### src/rtl/comm_pkg.sv
// Shared definitions for the wireless command link: opcodes, ack byte and
// the state encodings of the copter-side frame responder.
package comm_pkg;

  localparam logic [7:0] CMD_SET_ROLL  = 8'h03;
  localparam logic [7:0] CMD_SET_THRST = 8'h05;
  localparam logic [7:0] CMD_CALIBRATE = 8'h06;

  localparam logic [7:0] POS_ACK = 8'hA5;

  typedef enum logic [1:0] {
    WAIT_CMD = 2'd0,
    WAIT_HI  = 2'd1,
    WAIT_LO  = 2'd2
  } rx_state_e;

  typedef enum logic [1:0] {
    T_IDLE = 2'd0,
    T_PEND = 2'd1,
    T_BUSY = 2'd2
  } tx_state_e;

endpackage

### src/rtl/cmd_frame_rspndr.sv
// Copter-side command link endpoint: builds {cmd, data_hi, data_lo} frames from
// UART byte strobes and pushes single-byte responses back through the UART.
module cmd_frame_rspndr
  import comm_pkg::*;
#(
  parameter int unsigned TIMEOUT_CYC = 1_000_000
) (
  input  logic        clk,
  input  logic        rst,
  input  logic        rx_rdy,
  input  logic [7:0]  rx_data,
  input  logic        tx_busy,
  input  logic        tx_done,
  output logic        trmt,
  output logic [7:0]  tx_data,
  output logic        cmd_rdy,
  output logic [7:0]  cmd,
  output logic [15:0] data,
  input  logic        clr_cmd_rdy,
  input  logic        send_resp,
  input  logic [7:0]  resp,
  output logic        resp_sent,
  output logic        frm_err,
  output logic        resp_drop
);

  localparam int unsigned CNT_W = $clog2(TIMEOUT_CYC + 1);
  localparam logic [CNT_W-1:0] TMO_MAX  = CNT_W'(TIMEOUT_CYC);
  localparam logic [CNT_W-1:0] TMO_LAST = CNT_W'(TIMEOUT_CYC - 1);

  rx_state_e        rx_st_q;
  logic [CNT_W-1:0] cnt_q;
  logic [7:0]       cmd_q;
  logic [15:0]      data_q;
  logic             cmd_rdy_q;
  logic             frm_err_q;

  tx_state_e        tx_st_q;
  logic [7:0]       tx_data_q;
  logic             trmt_q;
  logic             resp_sent_q;
  logic             resp_drop_q;

  // A byte strobe takes precedence over expiry, so a late byte is still accepted.
  always_ff @(posedge clk) begin
    if (rst) begin
      rx_st_q   <= WAIT_CMD;
      cnt_q     <= '0;
      cmd_q     <= '0;
      data_q    <= '0;
      cmd_rdy_q <= 1'b0;
      frm_err_q <= 1'b0;
    end else begin
      frm_err_q <= 1'b0;
      if (clr_cmd_rdy) begin
        cmd_rdy_q <= 1'b0;
      end
      if (rx_rdy) begin
        cnt_q <= '0;
        unique case (rx_st_q)
          WAIT_CMD: begin
            cmd_q     <= rx_data;
            cmd_rdy_q <= 1'b0;
            rx_st_q   <= WAIT_HI;
          end
          WAIT_HI: begin
            data_q[15:8] <= rx_data;
            rx_st_q      <= WAIT_LO;
          end
          WAIT_LO: begin
            data_q[7:0] <= rx_data;
            cmd_rdy_q   <= 1'b1;
            rx_st_q     <= WAIT_CMD;
          end
          default: rx_st_q <= WAIT_CMD;
        endcase
      end else if (rx_st_q != WAIT_CMD) begin
        if (cnt_q >= TMO_LAST) begin
          cnt_q     <= TMO_MAX;
          rx_st_q   <= WAIT_CMD;
          frm_err_q <= 1'b1;
        end else begin
          cnt_q <= cnt_q + CNT_W'(1);
        end
      end
    end
  end

  // tx_data is only loaded from T_IDLE, so it stays stable while a byte is in flight.
  always_ff @(posedge clk) begin
    if (rst) begin
      tx_st_q     <= T_IDLE;
      tx_data_q   <= '0;
      trmt_q      <= 1'b0;
      resp_sent_q <= 1'b0;
      resp_drop_q <= 1'b0;
    end else begin
      trmt_q      <= 1'b0;
      resp_sent_q <= 1'b0;
      resp_drop_q <= 1'b0;
      unique case (tx_st_q)
        T_IDLE: begin
          if (send_resp) begin
            tx_data_q <= resp;
            if (tx_busy) begin
              tx_st_q <= T_PEND;
            end else begin
              trmt_q  <= 1'b1;
              tx_st_q <= T_BUSY;
            end
          end
        end
        T_PEND: begin
          resp_drop_q <= send_resp;
          if (!tx_busy) begin
            trmt_q  <= 1'b1;
            tx_st_q <= T_BUSY;
          end
        end
        T_BUSY: begin
          resp_drop_q <= send_resp;
          if (tx_done) begin
            resp_sent_q <= 1'b1;
            tx_st_q     <= T_IDLE;
          end
        end
        default: tx_st_q <= T_IDLE;
      endcase
    end
  end

  assign cmd_rdy   = cmd_rdy_q;
  assign cmd       = cmd_q;
  assign data      = data_q;
  assign frm_err   = frm_err_q;
  assign trmt      = trmt_q;
  assign tx_data   = tx_data_q;
  assign resp_sent = resp_sent_q;
  assign resp_drop = resp_drop_q;

endmodule

### config.mk
export PLATFORM = sky130hd
export DESIGN_NAME = cmd_frame_rspndr
export DESIGN_NICKNAME = d
export VERILOG_FILES = /design/src/rtl/comm_pkg.sv /design/src/rtl/cmd_frame_rspndr.sv
export SDC_FILE = /design/constraint.sdc
export NUM_CORES = 1
export LEC_CHECK = 0
export ABC_AREA = 1
export ABC_CLOCK_PERIOD_IN_PS = 2500
export CAP_MARGIN = 20
export CORE_MARGIN = 1.5
export CORE_UTILIZATION = 52
export DETAILED_ROUTE_END_ITERATION = 8
export PLACE_DENSITY = 0.83
export SLEW_MARGIN = 20
export SYNTH_ARGS = -nofsm -noshare
export SYNTH_HDL_FRONTEND = slang
export SYNTH_SLANG_ARGS = --single-unit
### constraint.sdc
create_clock -name clk -period 2.5 [get_ports clk]
set_input_delay 0.5 -clock clk [delete_from_list [all_inputs] [get_ports clk]]
set_output_delay 0.5 -clock clk [all_outputs]
set_load 0.005 [all_outputs]
==> results.md, run 1 <==
- PwrDens: 612 nW/µm²
- Latest clock arrival within the worst-skew pair: 0.33 ns
- Synth Area in Adders: about 1.9%
- Max-slew headroom: 61.7%
- RSZ-0062 raised after global routing: false
- Post-Layout Cell Count: 510
- Worst setup EP type: output pin
- Row count: 25
- Leading area contributor after synthesis: dfxtp_1
- Reg-to-reg slack, setup: 0.86 ns
- Share of Yosys cell area claimed by the top area cell type: 46.0%
- R2r endpoint: cnt_q[18]
- Internal power: 1.61 mW
- DRT iter0 DRCs: 210
- Drt pass-1 iters: 4
- Core Util, Final: 72.6%
- Die span in y: 74.4 µm
- DRT antenna net count: 0
- Most instantiated library cell after synthesis: nor2_1
- Arrival time worst endpoint: roughly 1.2 ns
- Starting Density: 55.1%
- Fin area: 3500 µm²
- CP max stage cell: clkdlybuf4s50_1
- CP startpoint kind: flip-flop
- WP data required: 2.00 ns
- Synth area leaders: dfxtp_1 46%, nor2_1 12%, nand2_1 9.3%
- Remaining global-route overflow: 0
- Area after DPL: 3320 µm²
- Hold_buf cts: 0
- Die Area: roughly 5500 µm²
- Max H-tree Level: 3
- Final Max Slew Viols: 0
- Period minus WS final: 1.71 ns
- Syn Area/Cell: about 7.1 µm²
- Worst path buffer plus inverter count: 1
- Drt wl/cell: between 10 and 15 µm
- Placer Congestion: 0.922
- CTS tree: done
- CP Max Fanout: 2
- Net Switching: 0.531 mW
- Total Routed Length: 6290 µm
- Cell area after synthesis: 2650 µm²
- GRT Util Overall: 25.4%
- CTS buffer count: 9
- Post-synth cell types: 30
- Clk buf depth: 2
- HP Start: data[0]
- Slew @ Worst Pin: 0.573 ns
- Vias: between 2,000 and 3,000
- EDFF count, synth: 0
- Ys async rst share: 0%
- Core Region: 4820 µm²
- # Max-Cap Violations: 0
- Peak VDD IR: 0.529 mV
- CTS resizes: 0
- Post-CTS setup buffers: 0
- Hold EP: data[0]
- Hold WC Path Type: reg -> reg
- Clock-pin slew on the worst setup and hold paths: 0.07 ns
- Hold Fails Final Rpt: 0
- Status: finished, final reports clean
- Final Skew: 0.00741 ns
- DRC violations left: 0
- Yosys reg bits: 61
- # setup viols final: 0
- Clk pwr share: 37.1%
- Post-synthesis mux area share: less than 1%
- Worst Setup SP: cmd[2]
- Top delay family on crit path: buffers and inverters
- Via-to-Cell Ratio: 4.98
- Syn. warnings: 0
- Max incr delay on CP: 0.51 ns
- Hold Path Depth: 2
- TNS Setup: 0 ns
- Cells along the critical path: clkdlybuf4s50_1
- Area Overhead vs Synth: 31.8%
- Critical path type: reg -> out
- Synth Area in XOR/XNOR: under 10%
- Sw frac: between 20% and 30%
- Top cells by count, synth: 85 x nor2_1, 66 x nand2_1, 61 x dfxtp_1, 44 x inv_1, 39 x o21ai_0
- Synth Area in Compound Gates: 10.7%
- Die width: between 70 and 80 µm
- RR Startpoint: cnt_q[0]
- R2r worst-path depth: 10
- Net Count, Synth: 399
- Antenna Cells: 0
- Logic gate share of total power: a little over an eighth
- Clk root buf: clkbuf_8
- I/O Buffers: roughly 60
- Simple-gate share of the synthesized area: 31.6%
- Leakage: roughly 1.5 nW
- Seq/Total Area, Yosys: 46.0%
- Vias in the first global route: roughly 2,400
- Share of layout cells above drive strength 1: 6.77%
- Main synth FF type: dfxtp_1
- First-pass GRT wire length: approximately 11,000 µm
- Fmax: 584 MHz
- Largest family of logic cells by synthesized area: simple AND/OR/NAND/NOR gates
- Final worst path period share: 68.5%
- Antenna violations before repair: 0
- Flop pwr share: 49.3%
- Final net count: around 470
- DP Wirelength: roughly 4500 µm
- Synth Instances: 372
- Placed cells: 495
- Clock sink count: 61
- Io pins: 60
- Largest net degree at the start of global routing: 20
==> placed cells by master (no fill, tap or decap), types with 3 or more instances in the layout <==
master	synthesis	final
nor2_1	85	85
nand2_1	66	66
dfxtp_1	61	61
clkdlybuf4s50_1	0	59
inv_1	44	44
o21ai_0	39	39
nand3_1	19	19
a21oi_1	12	12
clkbuf_8	0	12
nand4_1	7	7
nand2_2	4	4
xor2_1	4	4
ha_1	4	4
nor2_2	3	3
buf_4	0	3
==> per-stage QoR <==
| stage | hold WS, ns | worst slack (ns) | power (mW) |
|---|---|---|---|
| 3_5_place_dp | 0.439 | 0.457 | 1.36 |
| 2_1_floorplan | 0.427 | 1.13 | 1.20 |
| 5_1_grt | 0.467 | 0.602 | 2.24 |
| 3_3_place_gp | 0.430 | 0.523 | 1.36 |
| 6_report | 0.447 | 0.787 | 2.14 |
| 4_1_cts | 0.448 | 0.775 | 2.15 |
==> layout make-up <==
cell class | instances | area (µm²)
Clock buffer | 14 | 173
Clock inverter | 1 | 5.00
Fill cell | 426 | 1320
Inverter | 47 | 176
Multi-Input combinational cell | 258 | 1220
Sequential cell | 61 | 1220
Tap cell | 67 | 83.8
Timing Repair Buffer | 62 | 613
==> registers in the layout, indices dropped and copies added (netlist names) <==
signal	flops
cnt_q	20
data	16
tx_data	8
frm_err	1
resp_sent	1
cmd	8
resp_drop	1
trmt	1
rx_st_q	2
tx_st_q	2
cmd_rdy	1
==> kinds of logic (layout without fill, tap and decap cells) <==
kind of cell / Yosys count / count (layout)
muxes: 1 / 1
buffers and inverters: 53 / 124
adders and majority gates: 4 / 4
AOI/OAI and AO/OA: 55 / 55
DFF: 61 / 61
and+or+nand+nor: 193 / 193
xor gates and xnor gates: 5 / 5
==> worst max path at each step <==
| stage | to | slack, ns | depth (start not counted) |
|---|---|---|---|
| floorplan | cnt_q[18] | 1.13 | 10 |
| CTS | data[1] | 0.77 | 1 |
| finish | cmd[2] | 0.79 | 1 |
| detailed placement | data[3] | 0.46 | 4 |
| global placement | data[5] | 0.52 | 4 |
| global route | data[7] | 0.60 | 4 |
==> routing by layer <==
| metal | vias to the layer above | part of all wire, % | track usage, % |
|---|---|---|---|
| li1 | 1308 | - | - |
| met1 | 1149 | 46 | 31.9 |
| met2 | 70 | 45 | 38.5 |
| met3 | 11 | 8.3 | 10.8 |
| met4 | 0 | 0.92 | 10.5 |
| met5 | - | 0 | 0 |
==> power by group through the flow <==
stage | logic, mW | registers, mW | clock network [mW]
after floorplan | 0.124 | 1.08 | 0
after global placement | 0.282 | 1.07 | 0
after detailed placement | 0.288 | 1.07 | 0
after CTS | 0.292 | 1.06 | 0.806
after global routing | 0.324 | 1.06 | 0.852
final | 0.291 | 1.06 | 0.795
No activity file was read; power rests on OpenSTA's default activity.
==> inputs of run 2 (changes only) <==
Settings changed: ABC_CLOCK_PERIOD_IN_PS 2500 to 1450, CORE_UTILIZATION 52 to 45, PLACE_DENSITY 0.83 to 0.77.
Clock period 2.5 ns to 1.45 ns, I/O delays scaled along.
==> run 2 against run 1 <==
Against the previous run:
- die area grew 15%
- critical path depth grew 6
- flip-flop and latch count is the same
- global-route usage shrank 3.8 points
- worst hold slack lost 0.0055 ns
- non-clock buffer count grew 25
- sequential share of layout area shrank 2.5 points
- register-to-register slack lost 0.83 ns
- combinational power grew 76%
- critical endpoint is now cnt_q[10]
- sequential power grew 71%
==> results.md, run 2 (synthesized netlist as in run 1, its figures left out) <==
- Status: finished, final reports clean
- Core Region: 5610 µm²
- Via-to-Cell Ratio: 4.84
- Die width: 79.8 µm
- GRT Util Overall: a little over a fifth
- Critical path type: reg -> reg
- Worst path buffer plus inverter count: 0
- Share of layout cells above drive strength 1: 16.8%
- DRT iter0 DRCs: 83
- Total Routed Length: around 6600 µm
- Final Max Slew Viols: 0
- Arrival time worst endpoint: 1.65 ns
- Hold_buf cts: 0
- Die Area: around 6400 µm²
- # setup viols final: 0
- CTS buffer count: 9
- Worst setup EP type: flip-flop
- WP data required: approximately 1.7 ns
- Area Overhead vs Synth: 43.3%
- Max incr delay on CP: ~0.35 ns
- Top reg by flops: cnt_q
- R2r worst-path depth: 7
- Cells along the critical path: ha_4 > nand2_4 > nor2_4 > nand4_4 > or2_1 > o22ai_2 > nor2_1
- Drt wl/cell: 12.1 µm
- CTS tree: done
- Io pins: 60
- DRT antenna net count: 0
- Clk buf depth: 2
- Top delay family on crit path: simple AND/OR/NAND/NOR gates
- Clock sink count: 61
- CP startpoint kind: flip-flop
- Commonest non-fill, non-tap cell in the layout: nor2_1
- Max H-tree Level: 3
- Worst setup margin: between 0.03 and 0.04 ns
- Leakage: 1.85 nW
- CP Max Fanout: 5
- CP max stage cell: dfxtp_2
- Max-slew headroom: between 70% and 80%
- DP Wirelength: 4640 µm
- Largest net degree at the start of global routing: 36
- Die span in y: 79.8 µm
- Commonest non-fill, non-tap cells in the layout: 81 x nor2_1, 65 x nand2_1, 52 x dfxtp_1, 44 x inv_1, 39 x o21ai_0
- Final Skew: 0.00939 ns
- Final worst path period share: 97.7%
- Drt pass-1 iters: 4
- Peak VDD IR: 0.729 mV
- Hold WC Path Type: reg -> reg
- Period minus WS final: 1.42 ns
- Max reg flops: 20
- Antenna Cells: 0
- Latest clock arrival within the worst-skew pair: 0.35 ns
- Crit. path cell count: 7
- Vias in the first global route: between 2,000 and 2,500
- Hold Fails Final Rpt: 0
- Core Util, Final: 67.8%
- First-pass GRT wire length: 10,600 µm
- Remaining global-route overflow: 0
- Clk root buf: clkbuf_8
- DRC violations left: 0
- Filler instances: between 500 and 600
- DP Worst Slack: -0.0702 ns
- Antenna violations before repair: 0
- I/O Buffers: slightly below 60
- # Max-Cap Violations: 0
- PwrDens: 1010 nW/µm²
- Clock-pin slew on the worst setup and hold paths: around 0.070 ns
- Starting Density: 47.3%
- RSZ-0062 raised after global routing: true
- Final net count: 491
- Vias: 2,619
- Hold Path Depth: 2
- Slew @ Worst Pin: 0.335 ns
- Row count: 27
- TNS Setup: 0 ns
- Placer Congestion: 0.859
- Fmax: 706 MHz
-- run 2: changes by cell type in the layout (fill, tap and decap cells not counted), sizes merged --
cell           change
clkdlybuf4s50     -37
clkinvlp           +3
bufinv             +1
clkinv             +1
dlygate4sd2       +33
buf               +25
dlymetal6s2s       +4
clkbuf             -4
-- run 2: worst register-to-register path, cell delays in order, from the launching register on --
cell,delay (ns)
dfxtp_2,0.35
ha_4,0.15
nand2_4,0.05
nor2_4,0.20
nand4_4,0.15
or2_1,0.26
o22ai_2,0.10
nor2_1,0.06
-- run 2: layer usage --
metal	up-vias	GRT usage, %	routed length, µm
li1	1360	-	-
met1	1190	24.9	2990
met2	60	36.4	3090
met3	9	8.00	388
met4	0	8.45	92
met5	-	0	0
-- run 2: report_power, final --
group | switching, mW | total, mW | internal (mW)
sequential | 0.0450 | 1.81 | 1.77
combinational | 0.257 | 0.511 | 0.254
clock | 0.701 | 1.53 | 0.833
-- run 2: worst paths after layout --
check | start | to | slack [ns]
setup reg to reg | cnt_q[0] | cnt_q[10] | 0.03
setup / recovery | cnt_q[0] | cnt_q[10] | 0.03
hold / removal | data[0] | data[0] | 0.44
hold reg to reg | data[0] | data[0] | 0.44
-- run 2: final cells by class --
class                   count  area, µm²  share of cell area [%]
repair buffers             87        782                    20.6
clock inverters             6       62.6                    1.65
inverters                  47        176                    4.64
multi-input cells         258       1320                    34.7
flip-flops and latches     61       1230                    32.4
well taps                  72       90.1                    2.37
clock buffers              10        138                    3.62
-- run 2: per-stage QoR --
step                instance area [µm²]  hold WS [ns]  total power, mW  instances
floorplan                          2650         0.410             2.07        372
global placement                   3500         0.430             2.38        522
detailed placement                 3500         0.436             2.39        522
CTS                                3700         0.444             3.87        538
global route                       3800         0.472             4.02        541
finish                             3800         0.442             3.86        541
-- run 2: what timing repair did --
item | CTS | global route
pin swaps | 3 | 10
setup endpoints to repair | 46 | 26
setup buffers | 0 | 3
gates cloned | 0 | 0
gates resized for setup | 45 | 21
